--- src/rtl/corevx_writeback_if.sv ---
// corevx_writeback_if: bundles the dispatch-issue, ALU result, LSU result,
// register-file write port and scoreboard signals of the writeback block.
//   master : producer side (dispatch, ALU, LSU); drives valids/payloads and
//            issue info, observes readies, hazard, write port and pending.
//   slave  : the writeback block itself.
interface corevx_writeback_if;
  logic        issue_valid;
  logic [4:0]  issue_rd;
  logic [4:0]  issue_rs1;
  logic [4:0]  issue_rs2;
  logic        issue_hazard;
  logic        alu_valid;
  logic        alu_ready;
  logic [4:0]  alu_rd;
  logic [31:0] alu_wdata;
  logic        lsu_valid;
  logic        lsu_ready;
  logic [4:0]  lsu_rd;
  logic [31:0] lsu_wdata;
  logic [4:0]  rd_addr;
  logic [31:0] rd_wdata;
  logic        rd_write;
  logic [31:0] pending;

  modport master (
    output issue_valid, issue_rd, issue_rs1, issue_rs2,
           alu_valid, alu_rd, alu_wdata, lsu_valid, lsu_rd, lsu_wdata,
    input  issue_hazard, alu_ready, lsu_ready, rd_addr, rd_wdata, rd_write, pending
  );

  modport slave (
    input  issue_valid, issue_rd, issue_rs1, issue_rs2,
           alu_valid, alu_rd, alu_wdata, lsu_valid, lsu_rd, lsu_wdata,
    output issue_hazard, alu_ready, lsu_ready, rd_addr, rd_wdata, rd_write, pending
  );
endinterface

--- src/rtl/corevx_writeback.sv ---
// corevx_writeback: merges ALU results (buffered in a small FIFO) and LSU
// results (unbuffered) onto the single register-file write port, and keeps a
// pending-write scoreboard that dispatch uses to stall on RAW/WAW hazards.
// Ports:
//   clk  - clock, all state on rising edge
//   rst  - synchronous active-high reset
//   bus  - corevx_writeback_if.slave: issue/hazard, ALU and LSU result
//          handshakes, registered rd_addr/rd_wdata/rd_write, pending bitmap
module corevx_writeback #(
  parameter int ALU_FIFO_DEPTH = 2
) (
  input logic             clk,
  input logic             rst,
  corevx_writeback_if.slave bus
);
  localparam int PW = $clog2(ALU_FIFO_DEPTH);
  localparam logic [PW:0] DEPTH_CNT = (PW+1)'(ALU_FIFO_DEPTH);

  typedef struct packed {
    logic [4:0]  rd;
    logic [31:0] wdata;
  } wb_t;

  wb_t           mem [ALU_FIFO_DEPTH];
  logic [PW-1:0] wr_ptr, rd_ptr;
  logic [PW:0]   count;
  logic          fifo_full, fifo_empty;
  logic          push, pop, lsu_take, win_valid;
  wb_t           win;
  logic [31:0]   pending_q, pending_d;

  assign fifo_full  = (count == DEPTH_CNT);
  assign fifo_empty = (count == '0);

  // Readies look only at registered occupancy, so a same-cycle pop never
  // opens a slot for a push.
  assign bus.alu_ready = !fifo_full && !rst;
  assign bus.lsu_ready = !fifo_full && !rst;

  assign push     = bus.alu_valid && bus.alu_ready;
  assign lsu_take = bus.lsu_valid && bus.lsu_ready;
  // A full FIFO always drains (LSU is blocked by its ready); otherwise the
  // FIFO only gets the port when the LSU is idle.
  assign pop       = !fifo_empty && (fifo_full || !bus.lsu_valid);
  assign win_valid = lsu_take || pop;

  always_comb begin
    win = mem[rd_ptr];
    if (lsu_take) win = '{rd: bus.lsu_rd, wdata: bus.lsu_wdata};
  end

  // Storage needs no reset; occupancy is tracked by count.
  always_ff @(posedge clk) begin
    if (push) mem[wr_ptr] <= '{rd: bus.alu_rd, wdata: bus.alu_wdata};
  end

  always_ff @(posedge clk) begin
    if (rst) begin
      wr_ptr <= '0;
      rd_ptr <= '0;
      count  <= '0;
    end else begin
      if (push) wr_ptr <= wr_ptr + 1'b1;
      if (pop)  rd_ptr <= rd_ptr + 1'b1;
      case ({push, pop})
        2'b10:   count <= count + 1'b1;
        2'b01:   count <= count - 1'b1;
        default: ;
      endcase
    end
  end

  // Write port register; rd=0 winners are consumed without a write strobe.
  always_ff @(posedge clk) begin
    if (rst) begin
      bus.rd_write <= 1'b0;
      bus.rd_addr  <= '0;
      bus.rd_wdata <= '0;
    end else begin
      bus.rd_write <= win_valid && (win.rd != '0);
      if (win_valid) begin
        bus.rd_addr  <= win.rd;
        bus.rd_wdata <= win.wdata;
      end
    end
  end

  // Scoreboard: no bypass, so the bit clears only after the write cycle.
  assign bus.issue_hazard = bus.issue_valid &&
    (pending_q[bus.issue_rs1] || pending_q[bus.issue_rs2] || pending_q[bus.issue_rd]);

  always_comb begin
    pending_d = pending_q;
    if (bus.rd_write) pending_d[bus.rd_addr] = 1'b0;
    if (bus.issue_valid && !bus.issue_hazard && bus.issue_rd != '0)
      pending_d[bus.issue_rd] = 1'b1;
    pending_d[0] = 1'b0;
  end

  always_ff @(posedge clk) begin
    if (rst) pending_q <= '0;
    else     pending_q <= pending_d;
  end

  assign bus.pending = pending_q;
endmodule

--- src/flat_wrapper.sv ---
// flat-port wrapper written by rule: the top's interface ports become plain ports
module corevx_writeback_flat 
#(
  parameter int ALU_FIFO_DEPTH = 2
)
  (clk, rst, bus_issue_valid, bus_issue_rd, bus_issue_rs1, bus_issue_rs2, bus_alu_valid, bus_alu_rd, bus_alu_wdata, bus_lsu_valid, bus_lsu_rd, bus_lsu_wdata, bus_issue_hazard, bus_alu_ready, bus_lsu_ready, bus_rd_addr, bus_rd_wdata, bus_rd_write, bus_pending);
  corevx_writeback_if bus_i ();
  input logic clk;
  input logic rst;
  input wire logic [$bits(bus_i.issue_valid)-1:0] bus_issue_valid;
  input wire logic [$bits(bus_i.issue_rd)-1:0] bus_issue_rd;
  input wire logic [$bits(bus_i.issue_rs1)-1:0] bus_issue_rs1;
  input wire logic [$bits(bus_i.issue_rs2)-1:0] bus_issue_rs2;
  input wire logic [$bits(bus_i.alu_valid)-1:0] bus_alu_valid;
  input wire logic [$bits(bus_i.alu_rd)-1:0] bus_alu_rd;
  input wire logic [$bits(bus_i.alu_wdata)-1:0] bus_alu_wdata;
  input wire logic [$bits(bus_i.lsu_valid)-1:0] bus_lsu_valid;
  input wire logic [$bits(bus_i.lsu_rd)-1:0] bus_lsu_rd;
  input wire logic [$bits(bus_i.lsu_wdata)-1:0] bus_lsu_wdata;
  output wire logic [$bits(bus_i.issue_hazard)-1:0] bus_issue_hazard;
  output wire logic [$bits(bus_i.alu_ready)-1:0] bus_alu_ready;
  output wire logic [$bits(bus_i.lsu_ready)-1:0] bus_lsu_ready;
  output wire logic [$bits(bus_i.rd_addr)-1:0] bus_rd_addr;
  output wire logic [$bits(bus_i.rd_wdata)-1:0] bus_rd_wdata;
  output wire logic [$bits(bus_i.rd_write)-1:0] bus_rd_write;
  output wire logic [$bits(bus_i.pending)-1:0] bus_pending;
  assign bus_i.issue_valid = bus_issue_valid;
  assign bus_i.issue_rd = bus_issue_rd;
  assign bus_i.issue_rs1 = bus_issue_rs1;
  assign bus_i.issue_rs2 = bus_issue_rs2;
  assign bus_i.alu_valid = bus_alu_valid;
  assign bus_i.alu_rd = bus_alu_rd;
  assign bus_i.alu_wdata = bus_alu_wdata;
  assign bus_i.lsu_valid = bus_lsu_valid;
  assign bus_i.lsu_rd = bus_lsu_rd;
  assign bus_i.lsu_wdata = bus_lsu_wdata;
  assign bus_issue_hazard = bus_i.issue_hazard;
  assign bus_alu_ready = bus_i.alu_ready;
  assign bus_lsu_ready = bus_i.lsu_ready;
  assign bus_rd_addr = bus_i.rd_addr;
  assign bus_rd_wdata = bus_i.rd_wdata;
  assign bus_rd_write = bus_i.rd_write;
  assign bus_pending = bus_i.pending;
  corevx_writeback #(.ALU_FIFO_DEPTH(ALU_FIFO_DEPTH)) u_core (.clk(clk), .rst(rst), .bus(bus_i));
endmodule
--- config.mk ---
export PLATFORM = sky130hd
export DESIGN_NAME = corevx_writeback_flat
export DESIGN_NICKNAME = d
export VERILOG_FILES = /design/src/rtl/corevx_writeback_if.sv /design/src/rtl/corevx_writeback.sv /design/src/flat_wrapper.sv
export SDC_FILE = /design/constraint.sdc
export NUM_CORES = 1
export LEC_CHECK = 0
export BUFFER_PORTS_ARGS = -buffer_cell sky130_fd_sc_hd__buf_4
export CORE_MARGIN = 2
export CORE_UTILIZATION = 50
export DETAILED_ROUTE_END_ITERATION = 12
export PLACE_DENSITY_LB_ADDON = 0.15
export SLEW_MARGIN = 10
export SYNTH_ARGS = -nofsm -noshare
export SYNTH_HDL_FRONTEND = slang
export SYNTH_SLANG_ARGS = --single-unit
--- constraint.sdc ---
create_clock -name clk -period 3.2 [get_ports clk]
set_input_delay 0.48 -clock clk [delete_from_list [all_inputs] [get_ports clk]]
set_output_delay 0.48 -clock clk [all_outputs]
set_load 0.02 [all_outputs]
==> results.cfg, run 1 <==
[run_status]
status = finished, final reports clean

[layout]
mostFrequentLayoutCells = buf_4 (177), nor2_1 (83), edfxtp_1 (74), dfxtp_1 (73), mux2i_1 (56)
fillers = 1031
drive_gt1_share_pct = 32.0
final_common_cell = buf_4
antenna_cells = 0
final_nets = 848
syn_to_final_growth_pct = 28.3

[worst_setup_path]
crit_path_max_incr_delay_ps = 520
worst-path-stages = 7
cp_cell_sequence = mux4_2 -> nor2b_1 -> a2111oi_0 -> nor4b_2 -> nand4_4 -> o21a_1 -> buf_4
crit_fanout = 5
rr_startpoint = u_core.bus.pending[17]$_SDFF_PP0_
cp-end-kind = output port
r2r_end = u_core.bus.pending[31]$_SDFF_PP0_
critPathLaunchType = register
r2r_cells = 6
crit_type = reg2out
crit_path_end = bus_issue_hazard
path_buf_inv = 1
r2r_setup_slack_ps = 780
arrival_ps = 2530
cp.required_ps = 2720
critPathSlowestCell = nor4b_2
cp_top_family = simple AND/OR/NAND/NOR gates
critPathLaunch = u_core.bus.pending[17]$_SDFF_PP0_

[synth]
postSynthAreaPerCell_um2 = 11.4
postSynthCellCount = 601
synth_edf_count = 74
dominantRegCellSynth = edfxtp_1
yosys_warnings = 0
synth_top_area_share_pct = 32.6
ys_seq_area_share_pct = 54.3
synth_top_cell_by_area = edfxtp_1
synth_area_leaders = edfxtp_1 (33%), dfxtp_1 (22%), mux2i_1 (8.2%)
synth_area_um2 = 6830
syn-num-nets = 696
yosys.cell_types.count = 59
async_flop_share_pct = 0
synth-seq-cells = 148

[sta]
finClkSkew_ps = 8.84
setup_violations = 0
slew_violations = 0
tns_ps = 0
slew_headroom_pct = 31.1
fin_ws_ps = 191
min_period_ps = 3010
max_freq_ghz = 0.332
min_period_over_period_pct = 94.0
hold_viol_final = 0
worst_pin_slew_ps = 1030
rsz0062_at_grt = no

[route]
drt-wirelength-per-cell_um = 20.6
firstDrtPassIters = 5
vias_per_cell = 5.97
ant_nets = 0
wl_mm = 19.4
drc = 0
vias = 5623
drtIter0Drc = 416

[placement]
post-place-ws_ps = 265
io_buffers = 165
gp_congestion = 0.952
dp_hpwl_mm = 13.8

[clock_tree]
insertion_delay_ps = 410
cts_buffers = 17
root_buffer = clkbuf_16
clockBufferDepth = 2
htreeDepth = 4
postCtsHoldBufs = 0
clk_pin_slew_ps = 60
cts.sinks = 148
postCtsSetupBuffers = 0
cts_tree = built
cts_resized = 0

[job]
maxCapViolCount = 0

[grt]
grt_overflow = 0
track_usage_pct = 27.0
grt_antenna_before_repair = 0
grt_pass1_wl_mm = 30.1
grt_max_degree = 78
first_global_vias = 5636

[pwr]
cellPowerDensity_nw_per_um2 = 703
p_leak_nw = 3.42
peakVddDrop_mv = 0.498

[die]
row_count = 42
core_area_um2 = 13300
num_io_pins = 167
die_y_um = 121
die_width_um = 121
start_util_pct = 51.3
dieArea_um2 = 14600

[worst_hold_path]
hold_start = bus_alu_wdata[8]
hold_path_class = in2reg
-- cell type report --
cell class / instances / area (µm²) / share of cell area, %
clock buffer: 17 / 425 / 4.86
inverter: 1 / 3.75 / 0.0429
multi-input combinational: 408 / 2940 / 33.6
tap: 176 / 220 / 2.51
sequential: 148 / 3700 / 42.3
clock inverter: 15 / 133 / 1.51
timing repair buffer: 177 / 1330 / 15.2
-- stage by stage --
| stage | instance area (µm²) | total power, mW | utilization, % | instances | hold slack (ps) |
|---|---|---|---|---|---|
| floorplan | 6830 | 3.67 | - | 601 | 467 |
| global placement | 8200 | 4.28 | 61.7 | 910 | 479 |
| detailed placement | 8200 | 4.35 | 61.7 | 910 | 493 |
| CTS | 8760 | 6.20 | 65.9 | 942 | 234 |
| global route | 8760 | 6.44 | 65.9 | 942 | 237 |
| finish | 8760 | 6.16 | 65.9 | 942 | 254 |
-- how the worst min path moves through the flow --
stage	endpoint	slack, ps	cells past startpoint
CTS	u_core.mem[1][8]$_DFFE_PP_	230	1
global placement	u_core.count[1]$_SDFFE_PP0P_	480	2
finish	u_core.mem[1][8]$_DFFE_PP_	250	1
floorplan	u_core.count[1]$_SDFFE_PP0P_	470	2
global route	u_core.mem[1][8]$_DFFE_PP_	240	1
detailed placement	u_core.bus.rd_wdata[17]$_SDFFE_PP0P_	490	2
-- synth_stat cells (5+ instances only) --
library cell and n:
clkbuf_1 27, o31ai_1 7, dfxtp_1 74, nand3_1 7, o21ai_0 36, nor3b_1 6
a221oi_1 34, nand3b_1 24, mux4_2 5, nor2b_1 25, o41ai_1 9, edfxtp_1 74
buf_2 6, buf_1 6, mux2i_1 56, nand2_1 33, nor2_1 85, mux4_1 5
mux2_2 13
-- report_power, final --
group / leakage (nW) / switching (mW) / internal [mW] / total [mW]
combinational: 1.86 / 1.06 / 0.758 / 1.82
sequential: 1.28 / 0.221 / 2.28 / 2.50
clock: 0.278 / 0.766 / 1.07 / 1.84
total: 3.42 / 2.05 / 4.11 / 6.16
-- cell families (layout without fill, tap and decap cells) --
family	Yosys count	count (layout)	synth area share, %
multiplexers	79	79	13.9
XOR/XNOR	4	4	0.513
buffers and inverters	45	210	2.93
AO/OA/AOI/OAI	109	109	11.7
other	1	1	0.0549
adder cells (fa/ha/maj)	1	1	0.183
AND/OR/NAND/NOR	214	214	16.4
flip-flops	148	148	54.3
-- per-layer routing --
| metal | GRT usage [%] | vias to the layer above | routed length, µm |
|---|---|---|---|
| li1 | - | 2570 | - |
| met1 | 34.5 | 2748 | 7940 |
| met2 | 44.3 | 255 | 9360 |
| met3 | 5.75 | 50 | 1430 |
| met4 | 11.6 | 0 | 647 |
| met5 | 0 | - | 0 |
-- worst reg2reg max path, cell delays in order, from the launching register on --
cell,delay [ps]
dfxtp_1,390
mux4_2,480
nor2b_1,120
a2111oi_0,90
nor4b_2,520
nand4_1,440
o21ai_0,290
-- state kept, by name (all words and copies together), names as in the netlist, named ones only --
name	flops
u_core.bus.rd_addr	5
u_core.bus.rd_wdata	32
u_core.bus.pending	31
u_core.mem	74
u_core.bus.rd_write	1
u_core.count	2
u_core.wr_ptr	1
u_core.rd_ptr	1
Note: power is estimated with default switching activity, not from simulation.
==> run 2: changes to the inputs <==
ABC_AREA = 1   (was not set)
SKIP_LAST_GASP = 1   (was not set)
==> run 2 against run 1 <==
  * Combinational power decreased by 16%
  * Non-clock buffer count is 3 lower
  * Wire length decreased by 2.2%
  * Count of clock-buffer cells in the layout grew 3
  * Synthesized area up 3.0%
  * Core utilization fell by 2.1 points
  * Synthesized cell count increased by 44%
==> results.cfg, run 2 <==
[job]
maxCapViolCount = 0

[clock_tree]
root_buffer = clkbuf_16
clockBufferDepth = 2
cts_buffers = 17
insertion_delay_ps = 410
postCtsSetupBuffers = 0
postCtsHoldBufs = 0
cts_resized = 0
htreeDepth = 4
cts_tree = built
clk_pin_slew_ps = 60
cts.sinks = 148

[run_status]
status = finished, final reports clean

[pwr]
peakVddDrop_mv = 0.551
p_leak_nw = 3.72
power_mw = 5.78
cellPowerDensity_nw_per_um2 = 656

[sta]
worst_pin_slew_ps = 1040
max_freq_ghz = 0.409
hold_viol_final = 0
slew_violations = 0
finClkSkew_ps = 10.5
setup_violations = 0
rsz0062_at_grt = no
tns_ps = 0
min_period_over_period_pct = 76.5
slew_headroom_pct = 30.6
min_period_ps = 2450

[route]
vias = 6495
drtIter0Drc = 511
ant_nets = 0
drt-wirelength-per-cell_um = 15.7
vias_per_cell = 5.39
firstDrtPassIters = 5
drc = 0
wl_mm = 19.0

[die]
die_y_um = 123
start_util_pct = 50.8
dieArea_um2 = 15000
row_count = 43
core_area_um2 = 13800
die_width_um = 123
num_io_pins = 167

[layout]
largest_reg_flops = 74
final_common_cell = nand2_1
mostFrequentLayoutCells = nand2_1 (283), buf_4 (174), dfxtp_1 (74), edfxtp_1 (74), nand3_1 (68)
fin_area_um2 = 8820
antenna_cells = 0
final_nets = 1108
finalNonFillerCells = 1206
syn_to_final_growth_pct = 25.5
largest_register = u_core.mem
drive_gt1_share_pct = 21.7

[worst_setup_path]
cp-end-kind = output port
arrival_ps = 1970
critPathSlowestCell = dfxtp_1
cp.required_ps = 2720
rr_startpoint = u_core.count[0]$_SDFFE_PP0P_
r2r_cells = 6
crit_top_cell = nand2_1
crit_path_end = bus_issue_hazard
cp_cell_sequence = inv_1 -> nand2_1 -> nand3_1 -> nand3_1 -> nand3_1 -> nand2_1 -> nand2_1 -> nand2_1 -> nor2_2 -> a21boi_0 -> buf_4
critPathLaunchType = register
critPathLaunch = u_core.bus.pending[29]$_SDFF_PP0_
crit_path_max_incr_delay_ps = 420
crit_type = reg2out
path_buf_inv = 2
r2r_setup_slack_ps = 940
cp_top_family = simple AND/OR/NAND/NOR gates
r2r_end = u_core.bus.rd_wdata[2]$_SDFFE_PP0P_
worst-path-stages = 11
crit_fanout = 4

[synth]
postSynthCellCount = 866
synth_area_um2 = 7030
synth_edf_count = 74
synth_top_area_share_pct = 31.6
yosys_warnings = 0
dominantRegCellSynth = edfxtp_1
synth_top_cell_by_area = edfxtp_1
synth-seq-cells = 148
yosys.cell_types.count = 35
async_flop_share_pct = 0
synth_area_leaders = edfxtp_1 (32%), dfxtp_1 (21%), nand2_1 (15%)
postSynthAreaPerCell_um2 = 8.12
synth_common_cells = nand2_1 (283), dfxtp_1 (74), edfxtp_1 (74)
ys_seq_area_share_pct = 52.7
yosysMostFrequentCell = nand2_1
syn-num-nets = 961

[placement]
gp_congestion = 0.984
dp_cells = 1174
dp_hpwl_mm = 12.8
io_buffers = 165
place_area_um2 = 8250

[grt]
grt_antenna_before_repair = 0
grt_pass1_wl_mm = 29.5
first_global_vias = 5955
grt_overflow = 0
grt_max_degree = 68
track_usage_pct = 25.5

[worst_hold_path]
hold_path_class = in2reg
[run 2: cell count changes in the layout (fill, tap and decap cells not counted), sizes merged, moves of 29 or more]
| cell | before | now |
|---|---|---|
| nand2 | 34 | 288 |
| inv | 4 | 70 |
| nand3 | 7 | 68 |
| mux2i | 56 | 0 |
| a21oi | 2 | 47 |
| a221oi | 34 | 0 |
| a31oi | 1 | 33 |
| nand4 | 3 | 32 |
[run 2: worst min-delay path by stage]
stage | startpoint | to | slack [ps] | cells past startpoint
4_1_cts | bus_alu_wdata[26] | u_core.mem[1][26]$_DFFE_PP_ | 230 | 1
3_3_place_gp | u_core.rd_ptr$_SDFFE_PP0N_ | u_core.rd_ptr$_SDFFE_PP0N_ | 440 | 1
3_5_place_dp | u_core.rd_ptr$_SDFFE_PP0N_ | register | 450 | 1
2_1_floorplan | u_core.rd_ptr$_SDFFE_PP0N_ | register | 430 | 1
6_report | bus_alu_wdata[5] | u_core.mem[0][5]$_DFFE_PP_ | 250 | 1
5_1_grt | bus_alu_wdata[26] | u_core.mem[1][26]$_DFFE_PP_ | 230 | 1
[run 2: through the flow]
stage | worst slack [ps] | util (%) | hold slack [ps]
after global routing | 533 | 63.8 | 233
after global placement | 803 | 59.7 | 436
after floorplan | 90.8 | - | 425
final | 753 | 63.8 | 250
after CTS | 784 | 63.8 | 235
after detailed placement | 827 | 59.7 | 451
[run 2: power breakdown]
group          internal (mW)  total [mW]  switching [mW]
logic                  0.519        1.52           0.996
clock network           1.15        1.91           0.761
registers               2.22        2.35           0.138
total                   3.89        5.78            1.90
[run 2: cell type report]
type                       count  area (µm²)
sequential                   148        3700
clock buffer                  20         437
inverter                      72         272
timing repair buffer         174        1310
fill                        1202        5010
clock inverter                12         130
multi-input combinational    600        2750
tap                          180         225
[run 2: cells by family after synthesis]
| group | after synthesis | synth area share [%] |
|---|---|---|
| and+or+nand+nor | 455 | 27.3 |
| DFF | 148 | 52.7 |
| AOI/OAI and AO/OA | 142 | 11.2 |
| buffers and inverters | 118 | 8.47 |
| xor gates and xnor gates | 1 | 0.125 |
| adders and majority gates | 1 | 0.178 |
| other | 1 | 0.0533 |
[run 2: worst register-to-register path, cell delays in order, from the launching register on]
cell and delay (ps):
dfxtp_1 400, nor2_1 90, nor2_1 210, nand2_1 270
inv_1 840, nand2_1 160, a31oi_1 220
[run 2: metal layers]
layer  track usage (%)  vias up  routed length, µm
met3              5.95       52               1400
met5                 0        -                  0
met4              11.5        0                626
met1              32.7     2963               8050
met2              41.1      275               8890
li1                  -     3205                  -
==> run 3: changes to the inputs <==
clock period = 2.46 ns   (was 3.2 ns; I/O delays follow)
==> run 3 against run 2 <==
  * Total power rose by 31%
  * Sequential power rose by 30%
  * Global-route usage rose by 0.62 points
  * Register-to-register slack got worse by 460 ps
  * Clock power rose by 32%
  * Worst hold slack got worse by 120 ps
  * Die area did not move
  * Flip-flop and latch count did not move
  * Final cell count rose by 0.66%
  * Clock skew fell by 1.9 ps
  * Largest power group unchanged
==> results.cfg, run 3 (same netlist as run 2, synthesis figures left out) <==
[grt]
grt_antenna_before_repair = 0
use_met2_pct = 42.1
track_usage_pct = 26.1
grt_pass1_wl_mm = 30.2
grt-busiest-layer = met2
use_met1_pct = 33.8
grt_max_degree = 68
first_global_vias = 5970
grt_util_met3_pct = 6.46
grt_overflow = 0

[worst_setup_path]
crit_path_max_incr_delay_ps = 390
rr_startpoint = u_core.count[0]$_SDFFE_PP0P_
crit_fanout = 3
cp.required_ps = 2090
crit_type = reg2out
arrival_ps = 1970
critPathLaunchType = register
cp_cell_sequence = inv_1 -> nand2_1 -> nand3_1 -> nand3_1 -> nand3_1 -> nand2_1 -> nand2_1 -> nand2_1 -> nor2_4 -> a21boi_1 -> buf_4
cp_top_family = simple AND/OR/NAND/NOR gates
cp-end-kind = output port
path_buf_inv = 2
critPathSlowestCell = dfxtp_1
crit_top_cell = nand2_1
r2r_end = u_core.bus.rd_wdata[18]$_SDFFE_PP0P_
r2r_setup_slack_ps = 480
r2r_cells = 8

[route]
vias = 6598
wl_mm = 19.4
drtIter0Drc = 698
drt-wirelength-per-cell_um = 16.0
drc = 0
ant_nets = 0
vias_per_cell = 5.43
firstDrtPassIters = 7

[clock_tree]
cts_buffers = 17
htreeDepth = 4
cts.sinks = 148
cts_tree = built
clk_pin_slew_ps = 60
root_buffer = clkbuf_16
insertion_delay_ps = 420
postCtsHoldBufs = 0
clockBufferDepth = 2

[sta]
min_period_ps = 2330
slew_violations = 0
finClkSkew_ps = 8.60
rsz0062_at_grt = no
min_period_over_period_pct = 94.9
hold_viol_final = 0
setup_violations = 0
slew_headroom_pct = 41.6
tns_ps = 0
worst_pin_slew_ps = 875
max_freq_ghz = 0.428

[die]
die_width_um = 123
core_area_um2 = 13800
dieArea_um2 = 15000
row_count = 43
num_io_pins = 167
die_y_um = 123
start_util_pct = 50.8

[placement]
dp_cells = 1182
io_buffers = 165
gp_congestion = 0.989
place_area_um2 = 8340
dp_hpwl_mm = 13.4

[layout]
largest_register = u_core.mem
syn_to_final_growth_pct = 27.1
largest_reg_flops = 74
finalNonFillerCells = 1214
antenna_cells = 0
fin_area_um2 = 8930
drive_gt1_share_pct = 23.0
final_common_cell = nand2_1
post-route-util_pct = 64.6
mostFrequentLayoutCells = nand2_1 (283), buf_4 (180), edfxtp_1 (74), dfxtp_1 (72), nand3_1 (68)
final_nets = 1116

[worst_hold_path]
hold_path_class = in2reg
hold_start = bus_alu_wdata[5]
whs_path_depth = 1
hold_end = u_core.mem[0][5]$_DFFE_PP_

[pwr]
power_mw = 7.60
cellPowerDensity_nw_per_um2 = 851
p_leak_nw = 3.77
peakVddDrop_mv = 0.553

[job]
maxCapViolCount = 0

[run_status]
status = finished, final reports clean
## run 3: changes by cell type in the layout (fill, tap and decap cells not counted), moves of 3 or more
cell      delta
clkbuf_1     -3
buf_4        +6
inv_6        +5
clkinv_2     -4
## run 3: cell type report
class,count,area [µm²]
clock inverters,15,161
fillers,1226,4900
repair buffers,182,1390
well taps,180,225
multi-input cells,600,2750
inverters,72,272
clock buffers,17,425
flip-flops and latches,148,3710
## run 3: through the flow
step | hold WS (ps) | setup WS [ps]
floorplan | 425 | -598
global placement | 436 | 261
detailed placement | 452 | 280
CTS | 117 | 88.9
global route | 115 | 49.8
finish | 129 | 126
## run 3: per-layer routing
layer	wire length, µm	share of wire (%)
met1	8030	41
met5	0	0
met2	9060	47
met3	1710	8.9
met4	564	2.9
## run 3: repair_timing
item | CTS | global route
setup buffers | 0 | 0
resized for setup | 0 | 6
endpoints found under the setup margin | 0 | 1
## run 3: power breakdown
part | switching (mW) | leakage (nW) | internal (mW)
sequential | 0.165 | 1.28 | 2.88
combinational | 1.32 | 2.21 | 0.708
clock | 1.08 | 0.279 | 1.44
## run 3: worst max path at each step
| stage | depth (start not counted) | endpoint | slack [ps] | startpoint |
|---|---|---|---|---|
| finish | 11 | bus_issue_hazard | 130 | u_core.bus.pending[7]$_SDFF_PP0_ |
| global route | 11 | bus_issue_hazard | 50 | u_core.bus.pending[2]$_SDFF_PP0_ |
| CTS | 11 | bus_issue_hazard | 90 | u_core.bus.pending[6]$_SDFF_PP0_ |
| detailed placement | 12 | bus_issue_hazard | 280 | bus_issue_rs2[0] |
| global placement | 12 | bus_issue_hazard | 260 | bus_issue_rs2[0] |
| floorplan | 4 | u_core.mem[0][0]$_DFFE_PP_ | -600 | u_core.count[0]$_SDFFE_PP0P_ |
